## src/rtl/rgb_pwm_led.sv

```systemverilog
// PWM output stage for the RGB LED: accepts brightness-scaled colour words over valid/ready
// and drives three active-low LED pins, updating duties only on frame boundaries.
module rgb_pwm_led #(
    parameter int PWM_BITS = 8,
    parameter int DIV      = 47
) (
    input  logic                clk,
    input  logic                rst_n,
    input  logic                color_valid,
    output logic                color_ready,
    input  logic [PWM_BITS-1:0] color_r,
    input  logic [PWM_BITS-1:0] color_g,
    input  logic [PWM_BITS-1:0] color_b,
    input  logic [PWM_BITS-1:0] brightness,
    output logic [2:0]          led,
    output logic                frame_start
);

    localparam int                  PRE_W     = (DIV > 2) ? $clog2(DIV) : 1;
    localparam logic [PRE_W-1:0]    PRE_LAST  = PRE_W'(DIV - 1);
    localparam logic [PWM_BITS-1:0] STEP_LAST = {PWM_BITS{1'b1}};

    // brightness+1 lets full brightness pass the colour through unchanged
    function automatic logic [PWM_BITS-1:0] scale_duty(input logic [PWM_BITS-1:0] col,
                                                       input logic [PWM_BITS-1:0] bri);
        logic [2*PWM_BITS:0] prod;
        prod = (2*PWM_BITS+1)'(col) * ((2*PWM_BITS+1)'(bri) + (2*PWM_BITS+1)'(1));
        return prod[2*PWM_BITS-1:PWM_BITS];
    endfunction

    logic [PRE_W-1:0]    pre_cnt_r;
    logic [PWM_BITS-1:0] step_cnt_r;
    logic                pend_full_r;
    logic [PWM_BITS-1:0] pend_red_r, pend_grn_r, pend_blu_r;
    logic [PWM_BITS-1:0] act_red_r, act_grn_r, act_blu_r;
    logic                step_tick_s;
    logic                fb_s;
    logic                accept_s;

    assign step_tick_s = (pre_cnt_r == PRE_LAST);
    assign fb_s        = step_tick_s && (step_cnt_r == STEP_LAST);
    assign color_ready = ~pend_full_r;
    assign accept_s    = color_valid && ~pend_full_r;

    // Prescaler and PWM step counter
    always_ff @(posedge clk or negedge rst_n) begin
        if (!rst_n) begin
            pre_cnt_r  <= '0;
            step_cnt_r <= '0;
        end else begin
            if (step_tick_s) begin
                pre_cnt_r  <= '0;
                step_cnt_r <= step_cnt_r + PWM_BITS'(1);
            end else begin
                pre_cnt_r  <= pre_cnt_r + PRE_W'(1);
            end
        end
    end

    // Pending buffer and active duties; active only changes at a frame boundary
    always_ff @(posedge clk or negedge rst_n) begin
        if (!rst_n) begin
            pend_full_r <= 1'b0;
            pend_red_r  <= '0;
            pend_grn_r  <= '0;
            pend_blu_r  <= '0;
            act_red_r   <= '0;
            act_grn_r   <= '0;
            act_blu_r   <= '0;
        end else if (fb_s && pend_full_r) begin
            act_red_r   <= pend_red_r;
            act_grn_r   <= pend_grn_r;
            act_blu_r   <= pend_blu_r;
            pend_full_r <= 1'b0;
        end else if (accept_s) begin
            pend_red_r  <= scale_duty(color_r, brightness);
            pend_grn_r  <= scale_duty(color_g, brightness);
            pend_blu_r  <= scale_duty(color_b, brightness);
            pend_full_r <= 1'b1;
        end else begin
            pend_full_r <= pend_full_r;
        end
    end

    // Registered pin drive: [2]=red, [1]=blue, [0]=green, low = lit
    always_ff @(posedge clk or negedge rst_n) begin
        if (!rst_n) begin
            led         <= 3'b111;
            frame_start <= 1'b0;
        end else begin
            led         <= {~(step_cnt_r < act_red_r),
                            ~(step_cnt_r < act_blu_r),
                            ~(step_cnt_r < act_grn_r)};
            frame_start <= fb_s;
        end
    end

endmodule

```

## config.mk

```make
export PLATFORM = sky130hd
export DESIGN_NAME = rgb_pwm_led
export DESIGN_NICKNAME = d
export VERILOG_FILES = /design/src/rtl/rgb_pwm_led.sv
export SDC_FILE = /design/constraint.sdc
export NUM_CORES = 1
export LEC_CHECK = 0
export CAP_MARGIN = 20
export CORE_UTILIZATION = 40
export DETAILED_ROUTE_END_ITERATION = 10
export GPL_TIMING_DRIVEN = 1
export PLACE_DENSITY = 0.66
export SLEW_MARGIN = 20
export SYNTH_ARGS = -nofsm -noshare
export SYNTH_HDL_FRONTEND = slang
export SYNTH_SLANG_ARGS = --single-unit
```

## constraint.sdc

```tcl
create_clock -name clk -period 3.5 [get_ports clk]
set_input_delay 0.35 -clock clk [delete_from_list [all_inputs] [get_ports clk]]
set_output_delay 0.35 -clock clk [all_outputs]
set_load 0.05 [all_outputs]
```

Word-level counts from Yosys, hierarchy flattened --
Index checks and enable logic that the tools add are counted.
Storage, ports and cells: logic and storage cells 35, bits of input ports 35, output and inout bits 5, flip-flop bits (word level) 67
Operators by class: reduce and logical (&&, ||, !) cells 5, bitwise logic cells 5, $lt $le $gt $ge 3, add/sub/neg operators 3, mux-type cells 3, multipliers 3, equal/unequal tests 2
Operators by type and width (number):
- $mul 8x17->16 | 2
- $lt 8x8->1 | 3
- $mul 8x9->16 | 1
- $add 8x1->9 const B | 1
- $add 8x1->8 const B | 1
- $eq 8x8->1 const B | 1
- $add 6x1->6 const B | 1
- $eq 6x6->1 const B | 1
- $mux 6 | 1
- $not 1->1 | 5
- $logic_and 1x1->1 | 3
- $mux 1 | 2
- $reduce_and 2->1 | 1
- $reduce_bool 2->1 | 1

Longest topological paths before layout --
Gate-level depths: netlist of run 1.
depth after elaboration 5, depth in mapped cells 21, depth with buffers taken out 20

Worst setup path after synthesis of run 1 --
Ideal clock, no wire load.
path kind in2reg, from input port brightness[0], to register pend_grn_r[6], stages 19, arrival 4996 ps, data required time 3396 ps, path buffers 2, path slack -1600 ps, path through clkbuf_1 nand3_1 xnor2_1 clkbuf_1 nand2_1 fa_1 fa_1 inv_1 fa_1 inv_1 fa_1 inv_1 ha_1 a2111oi_4 o21ai_2 a21oi_2 o21ai_2 a2111o_1 o311ai_1
Between the ends: longest elaborated chain between the ends 2
RTL lines:
- start: declaration | line 14 | input logic [PWM_BITS-1:0] brightness,
- $add 8x1->9 | line 27 | prod = (2*PWM_BITS+1)'(col) * ((2*PWM_BITS+1)'(bri) + (2*PWM_BITS+1)'(1));
- $mul 8x17->16 | line 27
- end signal: assignment | line 77 | pend_grn_r <= scale_duty(color_g, brightness);
- end: declaration | line 34 | logic [PWM_BITS-1:0] pend_red_r, pend_grn_r, pend_blu_r;
Every way passes these cells. A chain may end at the register's enable or synchronous reset.

Final worst setup path of run 1 --
from input port brightness[0], to register pend_blu_r[6]
Between the ends: longest elaborated chain between the ends 2
RTL lines:
- $add 8x1->9 | line 27
- $mul 8x9->16 | line 27
- end signal: assignment | line 78 | pend_blu_r <= scale_duty(color_b, brightness);
- end: declaration | line 34
Every way passes these cells.

==> flow_summary.toml, run 1 <==
[run_status]
outcome = "complete, but fails checks"
violations = "setup timing"

[floorplan]
dieWidth_um = 158
initial_core_util = 0.410
die-area_um2 = 24900
rows = 56
fp.dieH_um = 158
core_area_um2 = 23700
num_io_pins = 40

[pwr]
netSwitchingPower_uw = 2800
power_frac_comb = 0.733
p_per_area_nw_per_um2 = 546
intPower_uw = 3960
p_leak_uw = 0.00612
switching_share = 0.415
seq_power_share = 0.141
ir_worst_vdd_mv = 0.262
clkPwrFrac = 0.126

[critical_path]
crit_fanout = 6
worstPathRequired_ps = 3760
arrival_ps = 4750
cp-start-kind = "input pin"
end_kind = "flip-flop"
worstSetupPathType = "input pin to flip-flop"

[finish]
num_antenna_cells = 0
drive_gt1_frac = 0.248
final_nets = 1475
post-route-util = 0.523
n_fill_cell = 2220
areaGrowthSynthToFinish_pct = 27.4
fin_cells = 1522

[synthesis]
synth-seq-cells = 67
async_flop_share = 1.00
synth_flop_cell = "dfrtp_1"
avgSynthCellArea_um2 = 9.36
yosys_warnings = 0
syn_area_um2 = 9720
netlist_instances = 1038
synth_nets = 1314
synth_cell_types = 56
synth_edf_count = 0
yosysSeqAreaShare = 0.173

[clock_tree]
cts_hold_buf = 0
clock-sinks = 67
clk_latency_ps = 330
path_clk_slew_ps = 50
cts.htree.levels = 3
cts_buffer_depth = 2
clockRootBuffer = "clkbuf_16"
cts_buffers = 9
cts_tree = "done"

[route]
drc = 0
via_per_inst = 4.72
final_antenna_net_count = 0
num_vias = 7190
drt_wl_total_um = 22100
dr.pass1.iters = 4
wl_per_cell_um = 14.5
first_iter_violations = 273

[global_routing]
antenna_found_initial = 0
grt_pass1_wl_um = 37400
grtUsageTotal = 0.191
grt_max_degree = 36
grt_pass1_vias = 7664
grt_overflow_total = 0

[sta]
fin_skew_ps = 3.86
drv_slew = 0
grt_setup_unrepaired = "true"
hold_viol = 0
timing.slew.headroom = 0.373
fmax_mhz = 223
timing.final.crit_share = 1.28
layout_setup_ws_ps = -991
setup_viol = 24
finalCriticalPeriod_ps = 4490
worst_pin_slew_ps = 938

[place]
dp.cells = 1489
place_congestion = 0.923
io_buffer_count = 39
hpwlAfterDp_um = 18300

[job]
maxCapViolations = 0

[hold_path]
hp-class = "input pin to async pin"
==> per-stage QoR <==
| stage | TNS [ps] | setup slack [ps] | area, um^2 | power [uW] | hold WS [ps] |
|---|---|---|---|---|---|
| floorplan | -22030 | -1170 | 10100 | 3910 | 54.4 |
| global placement | -41030 | -1820 | 11700 | 5350 | 442 |
| detailed placement | -43020 | -1940 | 11700 | 5450 | 452 |
| CTS | -20800 | -1000 | 12300 | 6630 | 98.6 |
| global route | -25350 | -1200 | 12400 | 7420 | 135 |
| finish | -20810 | -991 | 12400 | 6760 | 75.4 |
==> cell type report <==
| class | count | area, um^2 | share of cell area |
|---|---|---|---|
| Clock buffer | 9 | 225 | 0.0182 |
| Inverter | 193 | 724 | 0.0585 |
| Tap cell | 319 | 399 | 0.0322 |
| Clock inverter | 6 | 57.6 | 0.00465 |
| Sequential cell | 67 | 1680 | 0.136 |
| Timing Repair Buffer | 176 | 1480 | 0.120 |
| Multi-Input combinational cell | 752 | 7820 | 0.631 |
==> placed cells by master (no fill, tap or decap), drive strengths merged, types with 5 or more instances in the layout <==
cell / instances
o21ai: 38
xnor2: 35
a21o: 8
a21oi: 31
ha: 121
dfrtp: 64
clkbuf: 9
nand3: 15
nand2b: 6
dlygate4sd2: 7
nand4: 8
clkdlybuf4s50: 25
nor2b: 18
buf: 143
and2: 145
inv: 193
fa: 120
xor2: 14
nor3: 6
nand2: 90
nor2: 28
a211oi: 5
mux2: 25
==> worst max-delay path, cell delays in order <==
cell       delay, ps
buf_12            80
ha_4             170
nand3_4          100
xnor2_4          160
and2_4           150
fa_1             500
inv_2             50
fa_1             490
inv_1             50
fa_1             470
inv_1             50
fa_1             520
inv_2             50
ha_4             240
a2111o_1         410
a21oi_2          170
o31a_4           190
o21ai_4           70
a2111oi_2        330
nand3b_1         150
==> routing by layer <==
metal	vias up	track usage	part of all wire
li1	3595	-	-
met1	3476	0.261	0.48
met2	95	0.322	0.48
met3	24	0.0189	0.024
met4	0	0.0490	0.012
met5	-	0	0
==> flip-flops by register name, summed over array words and instances (netlist names) <==
name and cells:
pend_red_r 8, pre_cnt_r 6, pend_blu_r 8, act_blu_r 8
act_red_r 8, pend_full_r 1, act_grn_r 8, frame_start 1
pend_grn_r 8, led 3, step_cnt_r 8
==> final timing paths <==
| path | startpoint | endpoint | slack, ps | cells past startpoint |
|---|---|---|---|---|
| setup / recovery | brightness[0] | pend_blu_r[6]$_DFFE_PN0P_ | -990 | 20 |
| min in group clk | pend_grn_r[0]$_DFFE_PN0P_ | pend_grn_r[0]$_DFFE_PN0P_ | 480 | 2 |
| hold reg to reg | pend_grn_r[0]$_DFFE_PN0P_ | pend_grn_r[0]$_DFFE_PN0P_ | 480 | 2 |
| hold / removal | rst_n | pre_cnt_r[2]$_DFF_PN0_ | 80 | 1 |
| max in group asynchronous | rst_n | led[1]$_DFF_PN1_ | 2500 | 2 |
| setup reg to reg | pre_cnt_r[0]$_DFF_PN0_ | act_grn_r[1]$_DFFE_PN0P_ | 1340 | 9 |
==> power groups by stage <==
stage | clock [uW] | combinational, uW | sequential (uW)
final | 852 | 4960 | 953
after global routing | 907 | 5540 | 970
after CTS | 874 | 4800 | 956
after detailed placement | 0 | 4480 | 970
after global placement | 0 | 4390 | 964
after floorplan | 0 | 2970 | 946
==> what timing repair did <==
| item | CTS | global route |
|---|---|---|
| hold endpoints to repair | 0 | 0 |
| buffers inserted | 16 | 5 |
| endpoints found under the setup margin | 24 | 24 |
| pin swaps | 38 | 22 |
| resized for setup | 88 | 24 |
==> logic make-up (layout without fill, tap and decap cells) <==
group / count (synthesis) / after routing / synth area share
buf+inv: 219 / 384 / 0.0863
mux: 25 / 25 / 0.0363
simple gates: 326 / 326 / 0.181
fa+ha+maj: 241 / 241 / 0.403
flops: 67 / 67 / 0.173
compound gates: 111 / 111 / 0.0760
xor+xnor: 49 / 49 / 0.0442
==> synth_stat cells, types with 4 or more instances <==
cell      count  share of area
nor2_1       27          0.010
nand4_1       7         0.0045
o21ai_0      35          0.018
and2_1      145          0.093
a21o_1        8         0.0062
o21bai_1      4         0.0031
mux2_2        6         0.0070
nor2b_1      18          0.012
ha_1        121           0.16
xor2_1       14          0.013
nand2b_1      6         0.0039
a211oi_1      4         0.0031
inv_1       193          0.075
mux2_4       19          0.029
dfrtp_1      64           0.16
fa_1        120           0.25
nand3_1      15         0.0077
nand2_1      89          0.034
clkbuf_1     22         0.0085
xnor2_1      35          0.032
a21oi_1      29          0.015
nor3_1        5         0.0026
Power figures use the tool's default switching activity.
==> run 2: changes to the inputs <==
CORE_MARGIN = 5   (was default)
==> flow_summary.toml, run 2 (same netlist as run 1, synthesis figures left out) <==
[finish]
final_cell_mix = "179 x inv_1, 133 x and2_1, 124 x buf_4, 109 x fa_1, 101 x ha_1"
fin_cells = 1537
multi_input_area_um2 = 7930
drive_gt1_frac = 0.266
n_fill_cell = 2228
postLayoutCellArea_um2 = 12700
num_antenna_cells = 0
areaGrowthSynthToFinish_pct = 30.4
final_nets = 1484
final_common_cell = "inv_1"
register_area_um2 = 1680

[run_status]
outcome = "complete, but fails checks"
violations = "setup timing"

[place]
place_area_um2 = 11700
dp.cells = 1495
hpwlAfterDp_um = 17900
place_congestion = 0.845
io_buffer_count = 39

[sta]
fin_skew_ps = 3.16
hold_ws_ps = 18.3
layout_setup_ws_ps = -1030
hold_viol = 0
timing.slew.headroom = 0.473
finalCriticalPeriod_ps = 4530
timing.final.crit_share = 1.30
setup_viol = 24
grt_setup_unrepaired = "true"
drv_slew = 0
fmax_mhz = 221
worst_pin_slew_ps = 788

[global_routing]
antenna_found_initial = 0
grt_pass1_vias = 7874
grtUsageTotal = 0.164
grt_max_degree = 49
grt_overflow_total = 0
grt_pass1_wl_um = 38300

[pwr]
p_leak_uw = 0.00621
ir_worst_vdd_mv = 0.326
p_per_area_nw_per_um2 = 577
power_uw = 7310

[critical_path]
arrival_ps = 4750
end_kind = "flip-flop"
worstSetupPathType = "input pin to flip-flop"
reg2reg_depth = 9
crit_fanout = 8
cp-start-kind = "input pin"
worstPathRequired_ps = 3720

[clock_tree]
clock-sinks = 67
cts_buffers = 9
path_clk_slew_ps = 60
cts_buffer_depth = 2
clk_latency_ps = 330
clockRootBuffer = "clkbuf_16"
cts_tree = "done"
cts_hold_buf = 0
cts.htree.levels = 3

[floorplan]
initial_core_util = 0.403
dieWidth_um = 166
core_area_um2 = 24100
num_io_pins = 40
rows = 57
die-area_um2 = 27500
fp.dieH_um = 166

[route]
num_vias = 7275
drc = 0
dr.pass1.iters = 5
final_antenna_net_count = 0
drt_wl_total_um = 21900
first_iter_violations = 369
via_per_inst = 4.73
wl_per_cell_um = 14.3

[hold_path]
hp-class = "input pin to async pin"

[job]
maxCapViolations = 0
## run 2: worst paths after layout
kind / endpoint / slack [ps] / startpoint
setup / recovery: pend_red_r[5]$_DFFE_PN0P_ / -1030 / brightness[0]
hold / removal: pre_cnt_r[3]$_DFF_PN0_ / 20 / rst_n
setup reg to reg: act_blu_r[4]$_DFFE_PN0P_ / 1340 / pre_cnt_r[0]$_DFF_PN0_
hold reg to reg: pend_grn_r[7]$_DFFE_PN0P_ / 480 / pend_grn_r[7]$_DFFE_PN0P_
max in group asynchronous: pend_blu_r[3]$_DFFE_PN0P_ / 2760 / rst_n
min in group clk: pend_grn_r[7]$_DFFE_PN0P_ / 480 / pend_grn_r[7]$_DFFE_PN0P_
## run 2: power by group
part           internal (uW)  switching [uW]
combinational           2820            2630
sequential               890            62.9
clock                    563             349
total                   4270            3040
## run 2: repair_timing
item / in CTS / in global routing
cloned: 1 / 0
buffers inserted: 22 / 6
pin swaps: 63 / 63
endpoints found under the hold margin: 0 / 0
setup endpoints to repair: 24 / 24
resized for setup: 95 / 39
## run 2: cell type report
type / instances / area share
well taps: 324 / 0.0320
clock inverters: 7 / 0.00662
clock buffers: 9 / 0.0178
flip-flops and latches: 67 / 0.133
repair buffers: 185 / 0.128
inverters: 193 / 0.0572
multi-input cells: 752 / 0.626
## run 2: metal layers
metal,GRT usage,part of all wire,vias to the layer above
met5,0,0,-
met4,0.0305,0.0087,0
met3,0.0229,0.041,15
met2,0.278,0.48,139
met1,0.227,0.47,3506
li1,-,-,3615
## run 2: per-stage QoR
step	worst slack, ps	setup TNS (ps)	util
after detailed placement	-1980	-43440	0.485
after global placement	-1870	-41540	0.485
after CTS	-1120	-23260	0.518
final	-1030	-22110	0.526
after floorplan	-1170	-22030	-
after global routing	-1220	-26100	0.526
## run 2: worst max-delay path: stages
cell and delay, ps:
buf_8 90, ha_4 170, nand3_4 110, buf_12 150, nor2_4 120, xor2_4 220
buf_12 140, buf_16 110, and2_4 130, fa_1 420, fa_1 460, fa_1 510
inv_2 40, fa_1 510, inv_2 50, ha_4 260, a21oi_4 200, a21oi_2 70
a211o_1 280, a21oi_2 150, xor2_1 140, o21ai_1 70
==> run 3: changes to the inputs <==
SKIP_LAST_GASP = 1   (was default)
==> flow_summary.toml, run 3 (same netlist as run 1, synthesis figures left out) <==
[floorplan]
core_area_um2 = 24100
die-area_um2 = 27500
dieWidth_um = 166
initial_core_util = 0.403
num_io_pins = 40
fp.dieH_um = 166
rows = 57

[finish]
final_nets = 1485
num_antenna_cells = 0
n_fill_cell = 2233
drive_gt1_frac = 0.263
post-route-util = 0.524
areaGrowthSynthToFinish_pct = 29.9
final_common_cell = "inv_1"
final_cell_mix = "178 x inv_1, 132 x and2_1, 124 x buf_4, 110 x fa_1, 104 x ha_1"

[pwr]
p_per_area_nw_per_um2 = 573
ir_worst_vdd_mv = 0.326
netSwitchingPower_uw = 3000
clkPwrFrac = 0.126
intPower_uw = 4220
switching_share = 0.416
p_leak_uw = 0.00622
seq_power_share = 0.132
power_frac_comb = 0.742
power_uw = 7230

[sta]
timing.final.crit_share = 1.29
hold_ws_ps = 19.2
drv_slew = 0
fmax_mhz = 222
layout_setup_ws_ps = -1010
worst_pin_slew_ps = 813
hold_viol = 0
timing.slew.headroom = 0.457
setup_viol = 24
fin_skew_ps = 3.29
grt_setup_unrepaired = "true"
finalCriticalPeriod_ps = 4510

[global_routing]
antenna_found_initial = 0
grt_pass1_vias = 7864
grt_max_degree = 49
grt_pass1_wl_um = 38100
grt_overflow_total = 0
grtUsageTotal = 0.163

[clock_tree]
cts.htree.levels = 3
cts_buffers = 9
clk_latency_ps = 330
path_clk_slew_ps = 60
clockRootBuffer = "clkbuf_16"
clock-sinks = 67
cts_hold_buf = 0
cts_tree = "done"
cts_buffer_depth = 2

[critical_path]
worstSetupPathType = "input pin to flip-flop"
cp_top_family = "adder cells"
arrival_ps = 4730
cp-startpoint = "brightness[0]"
critPathMostFrequentCell = "fa_1"
max_stage_delay_ps = 510
cp_slowest_cell = "fa_1"
crit_chain = "buf_8 -> ha_4 -> nand3_4 -> buf_12 -> nor2_4 -> xor2_4 -> buf_6 -> buf_16 -> and2_4 -> fa_1 -> fa_1 -> fa_1 -> inv_2 -> fa_1 -> inv_2 -> ha_4 -> a21oi_4 -> a21oi_2 -> a211o_1 -> a21oi_2 -> xor2_1 -> o21ai_1"
rr_startpoint = "pre_cnt_r[0]$_DFF_PN0_"
worst-path-buf-inv = 6
end_kind = "flip-flop"
crit_fanout = 7
worstPathRequired_ps = 3720
cp-start-kind = "input pin"

[route]
wl_met3_um = 808
drc = 0
dr.pass1.iters = 4
met1Wirelength_um = 10400
num_vias = 7284
wl_per_cell_um = 14.2
drt_wl_total_um = 21900
wl_met2_um = 10500
routed.top_layer = "met4"
via_per_inst = 4.74
final_antenna_net_count = 0
first_iter_violations = 383

[place]
place_congestion = 0.845
hpwlAfterDp_um = 17900
io_buffer_count = 39

[run_status]
outcome = "complete, but fails checks"
violations = "setup timing"

[hold_path]
hp-class = "input pin to async pin"

[job]
maxCapViolations = 0
==> run 3: cell count changes in the layout (fill, tap and decap cells not counted), sizes merged <==
cell / change
buf: +1
clkdlybuf4s50: -1
dlymetal6s2s: +1
==> run 3: metrics by stage <==
stage	TNS [ps]	setup WS (ps)	area, um^2	std cells
after CTS	-23570	-1120	12400	1532
after global routing	-26050	-1200	12600	1538
after floorplan	-22030	-1170	10100	1038
final	-21960	-1010	12600	1538
after detailed placement	-43440	-1980	11700	1495
after global placement	-41540	-1870	11700	1495
==> run 3: routing by layer <==
layer  up-vias  GRT usage
met5         -          0
met4         0     0.0305
met3        13     0.0229
met2       124      0.276
met1      3536      0.226
li1       3611          -
==> run 3: power by group through the flow <==
stage | clock network, uW | logic (uW) | registers [uW]
after floorplan | 0 | 2970 | 946
after global placement | 0 | 4410 | 964
after detailed placement | 0 | 4480 | 969
after CTS | 940 | 5050 | 955
after global routing | 967 | 5960 | 970
final | 912 | 5360 | 953
==> run 3: what timing repair did <==
item | 4_1_cts | 5_1_grt
gates resized for setup | 87 | 45
pin swaps | 61 | 50
buffers inserted | 22 | 7
endpoints found under the setup margin | 24 | 24
gates cloned | 1 | 0
==> run 3: final timing paths <==
kind                                              to  slack (ps)  cells past startpoint
max                        pend_red_r[5]$_DFFE_PN0P_       -1010                     22
min                           pre_cnt_r[3]$_DFF_PN0_          20                      1
max reg2reg                 act_blu_r[4]$_DFFE_PN0P_        1340                      9
min reg2reg                pend_grn_r[7]$_DFFE_PN0P_         480                      2
max in group asynchronous  pend_blu_r[2]$_DFFE_PN0P_        2750                      2
min in group clk           pend_grn_r[7]$_DFFE_PN0P_         480                      2
==> run 3: area by class of cell <==
class                           instances  area [um^2]  area share
Tap cell                              324          405      0.0321
Multi-Input combinational cell        752         7880       0.624
Inverter                              193          724      0.0574
Clock buffer                            9          225      0.0178
Sequential cell                        67         1680       0.133
Timing Repair Buffer                  186         1620       0.129
Clock inverter                          7         83.8     0.00664
==> run 3: worst register-to-register path, stage by stage, from the launching register on <==
cell     delay, ps
dfrtp_1        420
inv_1           70
ha_1           140
nand2_1         60
nor3_2         100
buf_4          210
nand4_2        190
nor2_4         180
nand2_4        270
mux2_4         410
